## src/rtl/issue_wakeup_arb_pkg.sv

```systemverilog
// Shared issue-stage widths for the wake-up arbiter and the wake-up history table.
package issue_wakeup_arb_pkg;
    localparam int ROB_W    = 4;
    localparam int VAL_W    = 32;
    localparam int NREQ_DEF = 4;

    typedef struct packed {
        logic [ROB_W-1:0] rob;
        logic [VAL_W-1:0] value;
    } wk_entry_t;
endpackage

```

## src/rtl/issue_wakeup_pick2.sv

```systemverilog
// Combinational two-of-N picker: first two set mask bits scanning upward from start_i, wrapping.
module issue_wakeup_pick2 #(
    parameter int NREQ = 4,
    parameter int IW   = $clog2(NREQ)
) (
    input  logic [NREQ-1:0] mask_i,
    input  logic [IW-1:0]   start_i,
    output logic [NREQ-1:0] gnt_a_o,
    output logic            vld_a_o,
    output logic [NREQ-1:0] gnt_b_o,
    output logic            vld_b_o
);
    logic [IW-1:0] idx;

    always_comb begin
        gnt_a_o = '0;
        gnt_b_o = '0;
        vld_a_o = 1'b0;
        vld_b_o = 1'b0;
        idx     = '0;
        for (int k = 0; k < NREQ; k++) begin
            // NREQ is a power of two, so the IW-bit add wraps modulo NREQ
            idx = start_i + IW'(k);
            if (mask_i[idx]) begin
                if (!vld_a_o) begin
                    gnt_a_o[idx] = 1'b1;
                    vld_a_o      = 1'b1;
                end else if (!vld_b_o) begin
                    gnt_b_o[idx] = 1'b1;
                    vld_b_o      = 1'b1;
                end
            end
        end
    end
endmodule

```

## src/rtl/issue_wakeup_arb.sv

```systemverilog
// Wake-up arbiter: one skid entry per requester, up to two registered wake-ups per cycle.
// Define ISSUE_WAKEUP_ARB_FIXED_PRIO_EN for fixed priority (requester 0 highest) instead of round-robin.
module issue_wakeup_arb
    import issue_wakeup_arb_pkg::*;
#(
    parameter int NREQ = NREQ_DEF
) (
    input  logic                  clk,
    input  logic                  resetn,
    input  logic                  flush,
    input  logic [NREQ-1:0]       req_valid,
    input  logic [NREQ*ROB_W-1:0] req_rob,
    input  logic [NREQ*VAL_W-1:0] req_value,
    output logic [NREQ-1:0]       req_ready,
    output logic                  wea,
    output logic [ROB_W-1:0]      dina_rob,
    output logic [VAL_W-1:0]      dina_value,
    output logic                  web,
    output logic [ROB_W-1:0]      dinb_rob,
    output logic [VAL_W-1:0]      dinb_value
);
    localparam int IW = $clog2(NREQ);

    logic [NREQ-1:0] ent_vld;
    wk_entry_t       ent [NREQ];
    logic [NREQ-1:0] pk_a, pk_b, grant, xfer;
    logic            pk_a_vld, pk_b_vld;
    logic [IW-1:0]   start;

    function automatic logic [IW-1:0] oh2idx(input logic [NREQ-1:0] oh);
        logic [IW-1:0] r;
        r = '0;
        for (int i = 0; i < NREQ; i++) begin
            if (oh[i]) r = IW'(i);
        end
        return r;
    endfunction

    issue_wakeup_pick2 #(.NREQ(NREQ), .IW(IW)) u_pick2 (
        .mask_i  (ent_vld),
        .start_i (start),
        .gnt_a_o (pk_a),
        .vld_a_o (pk_a_vld),
        .gnt_b_o (pk_b),
        .vld_b_o (pk_b_vld)
    );

    // Flush suppresses all grants and blocks new transfers for that cycle
    assign grant     = flush ? '0 : (pk_a | pk_b);
    assign req_ready = flush ? '0 : (~ent_vld | grant);
    assign xfer      = req_valid & req_ready;

`ifdef ISSUE_WAKEUP_ARB_FIXED_PRIO_EN
    assign start = '0;
`else
    logic [IW-1:0] ptr_q, ptr_d;

    assign start = ptr_q;

    always_comb begin
        ptr_d = ptr_q;
        if (!flush && pk_b_vld) begin
            ptr_d = oh2idx(pk_b) + IW'(1);
        end else if (!flush && pk_a_vld) begin
            ptr_d = oh2idx(pk_a) + IW'(1);
        end
    end

    always_ff @(posedge clk) begin
        if (!resetn) ptr_q <= '0;
        else         ptr_q <= ptr_d;
    end
`endif

    generate
        for (genvar gi = 0; gi < NREQ; gi++) begin : g_ent
            logic      vld_q, vld_d;
            wk_entry_t dat_q, dat_d;

            always_comb begin
                vld_d = vld_q;
                dat_d = dat_q;
                if (flush) begin
                    vld_d = 1'b0;
                end else if (xfer[gi]) begin
                    // a granted entry may be refilled in the same cycle
                    vld_d = 1'b1;
                    dat_d.rob   = req_rob[gi*ROB_W +: ROB_W];
                    dat_d.value = req_value[gi*VAL_W +: VAL_W];
                end else if (grant[gi]) begin
                    vld_d = 1'b0;
                end
            end

            always_ff @(posedge clk) begin
                if (!resetn) begin
                    vld_q <= 1'b0;
                    dat_q <= '0;
                end else begin
                    vld_q <= vld_d;
                    dat_q <= dat_d;
                end
            end

            assign ent_vld[gi] = vld_q;
            assign ent[gi]     = dat_q;
        end
    endgenerate

    logic      wea_q, wea_d, web_q, web_d;
    wk_entry_t pa_q, pa_d, pb_q, pb_d;

    always_comb begin
        wea_d = pk_a_vld & ~flush;
        web_d = pk_b_vld & ~flush;
        pa_d  = pa_q;
        pb_d  = pb_q;
        if (wea_d) pa_d = ent[oh2idx(pk_a)];
        if (web_d) pb_d = ent[oh2idx(pk_b)];
    end

    always_ff @(posedge clk) begin
        if (!resetn) begin
            wea_q <= 1'b0;
            web_q <= 1'b0;
            pa_q  <= '0;
            pb_q  <= '0;
        end else begin
            wea_q <= wea_d;
            web_q <= web_d;
            pa_q  <= pa_d;
            pb_q  <= pb_d;
        end
    end

    assign wea        = wea_q;
    assign dina_rob   = pa_q.rob;
    assign dina_value = pa_q.value;
    assign web        = web_q;
    assign dinb_rob   = pb_q.rob;
    assign dinb_value = pb_q.value;
endmodule

```

## config.mk

```make
export PLATFORM = sky130hd
export DESIGN_NAME = issue_wakeup_arb
export DESIGN_NICKNAME = d
export VERILOG_FILES = /design/src/rtl/issue_wakeup_arb_pkg.sv /design/src/rtl/issue_wakeup_pick2.sv /design/src/rtl/issue_wakeup_arb.sv
export SDC_FILE = /design/constraint.sdc
export NUM_CORES = 1
export LEC_CHECK = 0
export CAP_MARGIN = 5
export CORE_UTILIZATION = 30
export DETAILED_ROUTE_END_ITERATION = 8
export PLACE_DENSITY = 0.5
export SLEW_MARGIN = 20
export SYNTH_ARGS = -nofsm -noshare
export SYNTH_HDL_FRONTEND = slang
export SYNTH_SLANG_ARGS = --single-unit
```

## constraint.sdc

```tcl
create_clock -name clk -period 4.4 [get_ports clk]
set_input_delay 0.88 -clock clk [delete_from_list [all_inputs] [get_ports clk]]
set_output_delay 0.88 -clock clk [all_outputs]
set_load 0.03 [all_outputs]
```

==> metrics.txt, run 1 <==
status finished clean; Hold Crit Class register to register; CTS tree done; worst vdd ir 0.2461 mV; DR vias 10589; Placeable Area 0.03557 mm²; largest net degree at the start of global routing 182; htree depth 1; # fillers 3688; row count 69; vias per std cell 5.411; Clock Tree Buf Depth 3; r2r endpoint ent[22]; GRT overflow 0; layout cells sized above 1 0.08896; crit path max fanout 19; Psw 1596 µW; initial antenna violation count 3; EDFF count, synth 0; Total GRT Usage 0.1996; Critical Path Max Stage Delay 0.61 ns; Rel. slew slack 0.2322; Clk pwr share 0.387; post-synthesis sequential area ratio 0.4134; fin crit share 0.9573; reg-to-reg startpoint ptr_q[1]; total of max-cap violations 0; Area Overhead vs Synth 31.23%; vias in the first global route 9992; Final Slew Violations 0; Mapped Avg Cell Area 8.114 µm²; Leak 0.004907 µW; die height 192.2 µm; Setup violations, final 0; YS warnings 0; final hold violations 0; Setup crit end req_ready[1]; flop2flop setup slack 1.01 ns; worst setup path startpoint ptr_q[1]; First DRT Iteration DRCs 803; DRT Pass-1 Iters 5; Antenna Nets Post-Route 0; placed cell count 1908; Post-Synthesis Net Count 1494; clk_lat worst skew 0.53 ns; Most used DFF post-synth dfxtp_1; Post CTS Setup Buffer Count 0; die area 0.03692 mm²; first-pass GRT wire length 57590 µm; CP startpoint kind register; dpl hpwl 24510 µm; min-delay src ent[87]; Slowest-stage cell, CP nor2_4; Worst R2R Path Depth 11; power per cell area 377.7 mW/mm²; die width 192.2 µm; root buffer selected by CTS clkbuf_16; Syn Std Cell Area 0.01085 mm²; critical path cell sequence inv_1 -> ha_1 -> nor4bb_1 -> a21oi_1 -> a21oi_2 -> nor2_4 -> nand2_1 -> nor3_1 -> nor2_1 -> buf_4; IO Port Bufs 228; CTS Buf Count 26; combinational share of power 0.199; DR WL/cell 19.66 µm; Seq pwr share 0.414; fin cells 1957; CP endpoint kind output port; # clock sinks 224; Req. time, crit path 3.52 ns; final hold slack 0.4684 ns; most frequent cells in the layout dfxtp_1 (224), clkdlybuf4s50_1 (224), o21ai_0 (205); # DRC 0; TNS Setup 0 ns; Arr. time, crit path 3.33 ns; number of synthesized register bits 224; Period minus WS final 4.212 ns; Yosys cell types 61; Switching Share 0.2968; clock skew 0.008134 ns; # nets final 1633; post-synthesis async set-or-reset flop share 0; Least-Margin Pin Slew 1.150 ns; unrepaired setup endpoints after global routing false; Ports 229; # hold bufs at CTS 0; Max Clock Freq 237.4 MHz; initial core utilization 0.3050; Post-Syn Instances 1337; gp weighted congestion 0.8268; internal power 3781 µW; WL final 38470 µm; CP Class register to output port; clk slew on worst S/H paths 0.06 ns
==> sequential cells by signal, summed over array words and instances, names as in the netlist <==
name         count
dina_rob         4
dinb_value      32
ptr_q            2
web              1
ent            144
dinb_rob         4
wea              1
g_ent.vld_q      4
dina_value      32
==> Yosys cell counts, drive strengths merged, types with 4 or more instances <==
master,instances,area (µm²)
a31oi,37,231.5
and2,5,31.28
mux4,4,90.09
mux2,36,405.4
o21ai,219,1096
dfxtp,224,4484
inv,9,33.78
a22oi,37,277.8
nand3b,39,292.8
nor2b,4,25.02
a32o,36,360.4
o21a,39,292.8
a21o,4,30.03
nor2,15,58.81
ha,6,75.07
nand2,191,716.9
a21oi,17,92.59
buf,57,297.8
nand3,189,945.9
mux2i,5,53.80
nand4,36,225.2
clkbuf,85,325.3
==> final cells by class <==
cell class | instances | area [µm²] | area share
multi-input cells | 963 | 5771 | 0.4053
flip-flops and latches | 224 | 4484 | 0.3150
repair buffers | 252 | 2547 | 0.1789
clock buffers | 41 | 777.0 | 0.05458
well taps | 461 | 576.8 | 0.04052
clock inverters | 6 | 43.79 | 0.003076
inverters | 9 | 33.78 | 0.002373
diodes | 1 | 2.502 | 0.0001758
==> worst max-delay path, delay by kind of cell (launching register included) <==
family          cells  cell delay (ns)
fa+ha+maj           1             0.40
buf+inv             2             0.30
compound gates      2             0.40
simple gates        5             1.36
flops               1             0.33
==> timing repair <==
| item | CTS | global route |
|---|---|---|
| cloned | 0 | 1 |
| gates resized for setup | 0 | 1 |
| pin swaps | 1 | 1 |
| endpoints found under the setup margin | 1 | 1 |
==> routing by layer <==
layer	up-vias	GRT usage	wire [µm]
met5	-	0	23
met4	4	0.05088	851
met3	48	0.03380	2410
met2	327	0.3232	17640
met1	5048	0.2729	17540
li1	5162	-	-
==> through the flow <==
| stage | utilization | power, µW | setup slack, ns | area (µm²) |
|---|---|---|---|---|
| after floorplan | - | 2882 | 0.4454 | 10850 |
| after global placement | 0.3768 | 3338 | 0.6062 | 13400 |
| after detailed placement | 0.3768 | 3343 | 0.5646 | 13400 |
| after CTS | 0.3999 | 5433 | 0.01032 | 14220 |
| after global routing | 0.4002 | 5612 | 0.03891 | 14230 |
| final | 0.4002 | 5377 | 0.1878 | 14240 |
==> power by group through the flow <==
| stage | clock, µW | sequential [µW] | combinational, µW |
|---|---|---|---|
| detailed placement | 0 | 2270 | 1070 |
| global placement | 0 | 2270 | 1070 |
| CTS | 2130 | 2230 | 1070 |
| floorplan | 0 | 2310 | 574 |
| global route | 2210 | 2240 | 1160 |
| finish | 2080 | 2230 | 1070 |
==> kinds of logic after synthesis <==
group                      after synthesis  share of synthesized area
muxes                                   45                    0.05063
DFF                                    224                     0.4134
and+or+nand+nor                        497                     0.2243
buffers and inverters                  151                    0.06055
adders and majority gates                7                   0.007843
AOI/OAI and AO/OA                      412                     0.2424
xor gates and xnor gates                 1                  0.0008075
==> how the worst min path moves through the flow <==
stage | cells after the start | slack (ns) | to
after floorplan | 2 | 0.44 | ent[38]
after global placement | 1 | 0.45 | dinb_value[11]
after detailed placement | 2 | 0.46 | ent[39]
after CTS | 2 | 0.47 | ent[40]
after global routing | 2 | 0.49 | ent[38]
final | 2 | 0.47 | ent[87]
Power figures use the tool's default switching activity.
==> inputs of run 2 (changes only) <==
--- a/config.mk
+++ b/config.mk
@@ -8,7 +8,8 @@
 export CAP_MARGIN = 5
 export CORE_UTILIZATION = 30
 export DETAILED_ROUTE_END_ITERATION = 8
-export PLACE_DENSITY = 0.5
+export PLACE_DENSITY = 0.54
+export SKIP_LAST_GASP = 1
 export SLEW_MARGIN = 20
 export SYNTH_ARGS = -nofsm -noshare
 export SYNTH_HDL_FRONTEND = slang
==> run 2 against run 1 <==
Effect of this change:
- die area did not move
- maximum frequency rose by 3.8%
- clock-buffer cell count fell by 5
- register-to-register slack got worse by 0.25 ns
- critical path type unchanged
- largest cell class unchanged
==> metrics.txt, run 2 (synthesis gave the netlist of run 1 again) <==
DR WL/cell 19.67 µm (about the same); die height 192.2 µm (unchanged); htree depth 1 (unchanged); vias in the first global route 10062 (+0.70%); CTS tree done; Setup violations, final 0 (unchanged); Antenna Nets Post-Route 0 (unchanged); CTS Buf Count 26 (unchanged); Ports 229 (unchanged); die width 192.2 µm (unchanged); row count 69 (unchanged); clk_lat worst skew 0.55 ns (+0.02 ns); Rel. slew slack 0.3248 (+0.09253); Placeable Area 0.03557 mm² (unchanged); TNS Setup 0 ns (unchanged); Least-Margin Pin Slew 1.013 ns (-0.1376 ns); power per cell area 380.8 mW/mm² (+0.82%); CP Class register to output port; Hold Crit Class register to register; vias per std cell 5.400 (-0.20%); Period minus WS final 4.059 ns (-0.1534 ns); root buffer selected by CTS clkbuf_16; fin crit share 0.9225 (-0.03485); clock skew 0.02703 ns (+0.01890 ns); worst vdd ir 0.2483 mV (+0.90%); dpl hpwl 25240 µm (+3.0%); Finished Cell Area 0.01429 mm² (+0.37%); initial antenna violation count 6 (+3); layout cells sized above 1 0.09133 (+0.002370); GRT overflow 0 (unchanged); Leak 0.004946 µW (+0.78%); Total GRT Usage 0.2033 (+0.003700); Req. time, crit path 3.52 ns (about the same); clk slew on worst S/H paths 0.06 ns (about the same); crit path max fanout 10 (-9); final hold slack 0.4634 ns (-0.005005 ns); Largest register FFs 144 (unchanged); # DRC 0 (unchanged); status finished clean; placed cell count 1916 (+0.42%); DR vias 10595 (+0.057%); initial core utilization 0.3050 (unchanged); WL final 38600 µm (+0.35%); DRT Pass-1 Iters 5 (unchanged); IO Port Bufs 228 (unchanged); CP endpoint kind output port; Max Clock Freq 246.4 MHz (+3.8%); first-pass GRT wire length 58380 µm (+1.4%); # clock sinks 224 (unchanged); Post CTS Setup Buffer Count 0 (unchanged); Clock Tree Buf Depth 3 (unchanged); total of max-cap violations 0 (unchanged); Final Slew Violations 0 (unchanged); CP startpoint kind register; unrepaired setup endpoints after global routing false; Arr. time, crit path 3.18 ns (-0.15 ns); gp weighted congestion 0.8295 (+0.33%); Area Overhead vs Synth 31.72%; # nets final 1640 (+0.43%); die area 0.03692 mm² (unchanged); fin cells 1962 (+0.26%); First DRT Iteration DRCs 857 (+6.7%); largest net degree at the start of global routing 218 (+20%); most frequent cells in the layout dfxtp_1 (224), clkdlybuf4s50_1 (224), o21ai_0 (205); Post-DP Area 0.01344 mm² (+0.28%); final hold violations 0 (unchanged)
run 2: routing by layer:
layer	wire length [µm]	track usage	vias up	part of all wire
met1	16830	0.2637	5008	0.44
met5	49	0	-	0.0013
met2	18160	0.3387	342	0.47
li1	-	-	5173	-
met4	816	0.05118	8	0.021
met3	2748	0.04550	64	0.071
run 2: repair_timing:
item,CTS,global route
endpoints found under the setup margin,0,1
resized for setup,0,1
hold buffers,0,0
run 2: final timing paths:
kind                               start           end  slack (ns)  depth (start not counted)
worst min register to register   ent[38]       ent[38]        0.46                          2
worst max-delay path            ptr_q[1]  req_ready[2]        0.34                          9
worst max register to register  ptr_q[1]   dinb_rob[1]        0.76                         11
worst min-delay path             ent[38]       ent[38]        0.46                          2
run 2: cell type report:
| type | count | area [µm²] |
|---|---|---|
| Clock inverter | 9 | 125.1 |
| Tap cell | 461 | 576.8 |
| Multi-Input combinational cell | 962 | 5761 |
| Clock buffer | 36 | 718.2 |
| Timing Repair Buffer | 260 | 2587 |
| Inverter | 9 | 33.78 |
| Sequential cell | 224 | 4484 |
| Antenna cell | 1 | 2.502 |
| Fill cell | 3675 | 21280 |
run 2: per-stage QoR:
stage / setup WS (ns) / util / total power (µW)
4_1_cts: 0.01457 / 0.4016 / 5513
6_report: 0.3411 / 0.4017 / 5441
5_1_grt: 0.1844 / 0.4016 / 5679
3_5_place_dp: 0.5824 / 0.3779 / 3346
2_1_floorplan: 0.4454 / - / 2882
3_3_place_gp: 0.5979 / 0.3779 / 3339
run 2: power breakdown:
part / switching [µW] / total (µW) / internal, µW
clock network: 884 / 2140 / 1260
registers: 88.0 / 2230 / 2140
logic: 640 / 1070 / 432
total: 1610 / 5440 / 3830
run 2: worst max-delay path, stage by stage (launching register included):
cell and delay [ns]:
dfxtp_1 0.33, inv_1 0.12, ha_1 0.46, mux4_2 0.44, buf_4 0.22, a22oi_1 0.43
and2_2 0.23, and3_1 0.19, nor2_1 0.05, buf_4 0.16
==> edit 1: new RTL, flow settings as in run 2 <==
Add a define of `ISSUE_WAKEUP_ARB_FIXED_PRIO_EN`.
--- a/src/rtl/issue_wakeup_arb.sv
+++ b/src/rtl/issue_wakeup_arb.sv
@@ -1,4 +1,6 @@
 // Wake-up arbiter: one skid entry per requester, up to two registered wake-ups per cycle.
 // Define ISSUE_WAKEUP_ARB_FIXED_PRIO_EN for fixed priority (requester 0 highest) instead of round-robin.
+`define ISSUE_WAKEUP_ARB_FIXED_PRIO_EN
+
 module issue_wakeup_arb
     import issue_wakeup_arb_pkg::*;
Function: changed (Yosys sat finds a counterexample within 4 cycles, from zero or initial values and one cycle with resetn low).
==> edit 1 against run 2 <==
Wire length fell by 7.1%; sequential power fell by 3%; combinational power fell by 41%; clock skew fell by 0.017 ns; setup slack improved by 0.43 ns; final area fell by 8.7%; sequential cell count fell by 2; utilization rose by 1.2 points; total power fell by 8.7%; area after synthesis fell by 11%; via count fell by 14%.
==> edit 1: results (changes against run 2) <==
- Status: finished clean (unchanged)
- Clk power: 2.17 mW
- Worst clock skew: 0.00964 ns (was 0.0270 ns)
- Finished Layout Cells: 1707 (was 1962)
- Register area share after synthesis: 46.3% (was 41.3%)
- Worst r2r path cells: 8 (was 11)
- CP max stage cell: clkdlybuf4s50_1 (was ha_1)
- Largest net degree at the start of global routing: 79 (was 218)
- Area after DPL: 0.0121 mm2 (was 0.0134 mm2)
- Arrival time worst endpoint: 2.75 ns (was 3.18 ns)
- Post-Place Worst Slack: 0.958 ns (was 0.582 ns)
- Vias per cell: 5.34 (was 5.40)
- Detail Route met2 WL: 16.7 mm (was 18.2 mm)
- Hold_ws: 0.464 ns (was 0.463 ns)
- RD Place Congestion: 0.777 (was 0.830)
- Hold endpoint: ent[3]$_SDFFE_PN0P_ (was ent[38]$_SDFFE_PN0P_)
- Worst r2r src: g_ent[1].vld_q$_SDFFE_PP0P_ (was ptr_q[1]$_SDFFE_PN0P_)
- Worst R2R End: dinb_value[28]$_SDFFE_PN0P_ (was dinb_rob[1]$_SDFFE_PN0P_)
- Post-route minimum period: 3.63 ns (was 4.06 ns)
- Initial antenna violation count: 0 (was 6)
- Post-synth top cells: nand2_1, dfxtp_1, a21oi_1 (was dfxtp_1, o21ai_0, nand2_1)
- Leak pwr: 4.56 nW (was 4.95 nW)
- Routing usage on met1: 28.4% (was 26.4%)
- M1 wire length: 16.2 mm (was 16.8 mm)
- Synthesized Nets: 1265 (was 1494)
- Worst setup endpoint: req_ready[3] (was req_ready[2])
- Met3 usage in global routing: 3.37% (was 4.55%)
- Hold Startpoint: ent[3]$_SDFFE_PN0P_ (was ent[38]$_SDFFE_PN0P_)
- Nets: 1440 (was 1640)
- Vias in the first global route: 9121 (was 10062)
- Top layer in use: met4 (was met5)
- Ant. Diodes: 0 (was 1)
- Average size of a mapped cell: 8.65 um2 (was 8.11 um2)
- Worst R2R Setup Slack: 1.03 ns (was 0.76 ns)
- First-pass GRT wire length: 54.9 mm (was 58.4 mm)
- Fillers: 3150 (was 3675)
- Max FFs per register: 144 (unchanged)
- Initial DRC count: 786 (was 857)
- Crit-path max FO: 19 (was 10)
- Top post-synthesis cells by area: dfxtp_1, nand2_1, a21oi_1 (was dfxtp_1, o21ai_0, nand3_1)
- Routed wl met3: 2.02 mm (was 2.75 mm)
- Worst vdd rail ir drop: 0.252 mV (was 0.248 mV)
- Dpl hpwl: 23.2 mm (was 25.2 mm)
- Sw Ratio: 25.3% (was 29.6%)
- Internal power: 3.71 mW (was 3.83 mW)
- Post CTS Setup Buffer Count: 0 (unchanged)
-- edit 1: changes by cell type after synthesis, moves of 35 or more --
cell	delta
a21oi_1	+133
a221o_1	+36
o221a_1	+43
o21a_1	-38
mux2_2	-36
a32o_1	-36
nand3b_1	-39
nand2b_1	+38
nand3_1	-184
a22oi_1	-37
a31oi_1	-35
nand2_1	+139
nand4_1	-36
o21ai_0	-199
-- edit 1: cell families after synthesis --
kind of cell | after synthesis | synth area share, %
AOI/OAI and AO/OA | 341 | 27.1
xor gates and xnor gates | 1 | 0.0912
adders and majority gates | 3 | 0.391
buffers and inverters | 109 | 5.38
DFF | 222 | 46.3
muxes | 34 | 3.54
and+or+nand+nor | 401 | 17.3
-- edit 1: cell type report --
type,instances,area (um2),area share (%)
multi-input combinational,780,4720,36.2
inverter,7,28.8,0.221
clock buffer,42,822,6.30
timing repair buffer,249,2470,19.0
tap,402,503,3.86
sequential,222,4450,34.1
clock inverter,5,53.8,0.412
==> edit 2: new RTL, flow settings as in run 2 <==
Without the edit above. Reset style: asynchronous (`resetn`), changed in 3 clocked blocks.
--- a/src/rtl/issue_wakeup_arb.sv
+++ b/src/rtl/issue_wakeup_arb.sv
@@ -67,5 +67,5 @@
     end
 
-    always_ff @(posedge clk) begin
+    always_ff @(posedge clk or negedge resetn) begin
         if (!resetn) ptr_q <= '0;
         else         ptr_q <= ptr_d;
@@ -93,5 +93,5 @@
             end
 
-            always_ff @(posedge clk) begin
+            always_ff @(posedge clk or negedge resetn) begin
                 if (!resetn) begin
                     vld_q <= 1'b0;
@@ -120,5 +120,5 @@
     end
 
-    always_ff @(posedge clk) begin
+    always_ff @(posedge clk or negedge resetn) begin
         if (!resetn) begin
             wea_q <= 1'b0;
Formal check against the unedited RTL: differs if resetn is asserted again (counterexample within 4 cycles, from zero or initial values and one cycle with resetn low); with resetn held inactive, the same outputs for 4 cycles.
==> edit 2 against run 2 <==
Setup slack got worse by 0.14 ns; wire length fell by 13%; sequential cell count did not move; worst hold slack got worse by 0.031 ns; die area fell by 1.5%; final area rose by 0.60%; first-iteration DRC count fell by 62%; area after synthesis fell by 1.5%; utilization rose by 1.1 points; via count fell by 26%; critical endpoint is now req_ready[0].
Power is not compared: it rests on default switching activity, and its combinational part moved more than twofold at a synthesized area within 25%.
==> edit 2: results (changes against run 2) <==
- Status: finished clean (unchanged)
- Synth Area in Compound Gates: 14.2% (was 24.2%)
- Worst-skew pair later-pin latency: 0.53 ns (was 0.55 ns)
- Fillers: 3299 (was 3675)
- M1 wire length: 15.1 mm (was 16.8 mm)
- Area after DPL: 0.0135 mm2 (was 0.0134 mm2)
- Worst clock skew: 0.00958 ns (was 0.0270 ns)
- Met2 usage: 29.9% (was 33.9%)
- Vias in the first global route: 8184 (was 10062)
- Async SR Flop Fraction: 100% (was 0%)
- First-pass GRT wire length: 50.7 mm (was 58.4 mm)
- Met3 usage in global routing: 3.85% (was 4.55%)
- Mux contribution to synthesized area: 23.7% (was 5.06%)
- Post-synth top cells: dfrtp_1, mux2_2, mux2i_1 (was dfxtp_1, o21ai_0, nand2_1)
- Arrival time worst endpoint: 3.32 ns (was 3.18 ns)
- Vias per cell: 5.17 (was 5.40)
- CP max stage cell: clkdlybuf4s50_1 (was ha_1)
- Hold_ws: 0.432 ns (was 0.463 ns)
- Worst R2R Setup Slack: 0.68 ns (was 0.76 ns)
- PortBufs: 228 (unchanged)
- Initial antenna violation count: 2 (was 6)
- Layout cell share with drive strength beyond 1: 21.8% (was 9.13%)
- Post-Synth XOR/XNOR Area: 0.152% (was 0.0807%)
- Worst r2r path cells: 10 (was 11)
- Dpl hpwl: 21.0 mm (was 25.2 mm)
- Slew @ Worst Pin: 0.894 ns (was 1.01 ns)
- Register area share after synthesis: 52.5% (was 41.3%)
- Synthesized Nets: 989 (was 1494)
- Drt total wl: 33.4 mm (was 38.6 mm)
- Routing usage on met1: 24.9% (was 26.4%)
- Top post-synthesis cells by area: dfrtp_1, mux2_2, mux2i_1 (was dfxtp_1, o21ai_0, nand3_1)
- Worst R2R End: dina_value[16]$_DFFE_PN0P_ (was dinb_rob[1]$_SDFFE_PN0P_)
- Synth Flop Type: dfrtp_1 (was dfxtp_1)
- Routed wl met3: 2.17 mm (was 2.75 mm)
- Final instance area: 0.0144 mm2 (was 0.0143 mm2)
- Crit path launch: ptr_q[1]$_DFFE_PN0P_ (was ptr_q[1]$_SDFFE_PN0P_)
- Post CTS Setup Buffer Count: 0 (unchanged)
- Total GRT Usage: 18.4% (was 20.3%)
- Hold crit path type: primary input to async pin (was flip-flop to flip-flop)
- Adder-cell share of the synthesized area: 0.679% (was 0.784%)
- CP max stage delay: 0.69 ns (was 0.46 ns)
- Largest net degree at the start of global routing: 107 (was 218)
- Detail Route met2 WL: 15.4 mm (was 18.2 mm)
- RD Place Congestion: 0.876 (was 0.830)
- Drt first pass iters: 4 (was 5)
- Initial DRC count: 324 (was 857)
[edit 2: cell types whose count changed after synthesis, moves of 69 or more]
cell	delta
mux2_2	+69
nand3_1	-184
nand2_1	-132
o21ai_0	-199
dfrtp_1	+224
dfxtp_1	-224
[edit 2: how the worst min path moves through the flow]
stage                                             to  cells after the start
after detailed placement  dinb_value[19]$_DFFE_PN0P_                      2
after global routing            ent[107]$_DFFE_PN0P_                      1
after global placement     dinb_value[5]$_DFFE_PN0P_                      2
after floorplan                  ent[46]$_DFFE_PN0P_                      1
final                           ent[107]$_DFFE_PN0P_                      1
after CTS                 g_ent[3].vld_q$_DFFE_PN0P_                      1
[edit 2: per-stage QoR]
step           total power [mW]  worst slack [ns]  cells
2_1_floorplan              7.57             0.833    833
3_3_place_gp               9.73             0.498   1464
3_5_place_dp               9.82             0.438   1464
4_1_cts                    12.1            0.0726   1512
5_1_grt                    12.7            0.0332   1512
6_report                   12.0             0.204   1513
[edit 2: power breakdown]
group	leakage, nW	internal, mW	switching [mW]
sequential	2.68	2.98	0.689
combinational	3.03	2.67	3.41
clock	0.442	1.36	0.893
total	6.16	7.01	4.99
[edit 2: what timing repair did]
| item | 4_1_cts | 5_1_grt |
|---|---|---|
| hold endpoints to repair | 0 | 0 |
| pin swaps | 0 | 0 |
| gates resized for setup | 3 | 1 |
| endpoints found under the setup margin | 3 | 3 |
| hold buffers | 0 | 0 |
[edit 2: area by class of cell]
cell class | instances | share of cell area, %
flip-flops and latches | 224 | 39.0
multi-input cells | 528 | 32.7
clock buffers | 33 | 5.14
well taps | 455 | 3.96
inverters | 7 | 0.183
diodes | 1 | 0.0174
repair buffers | 250 | 17.9
clock inverters | 15 | 1.10
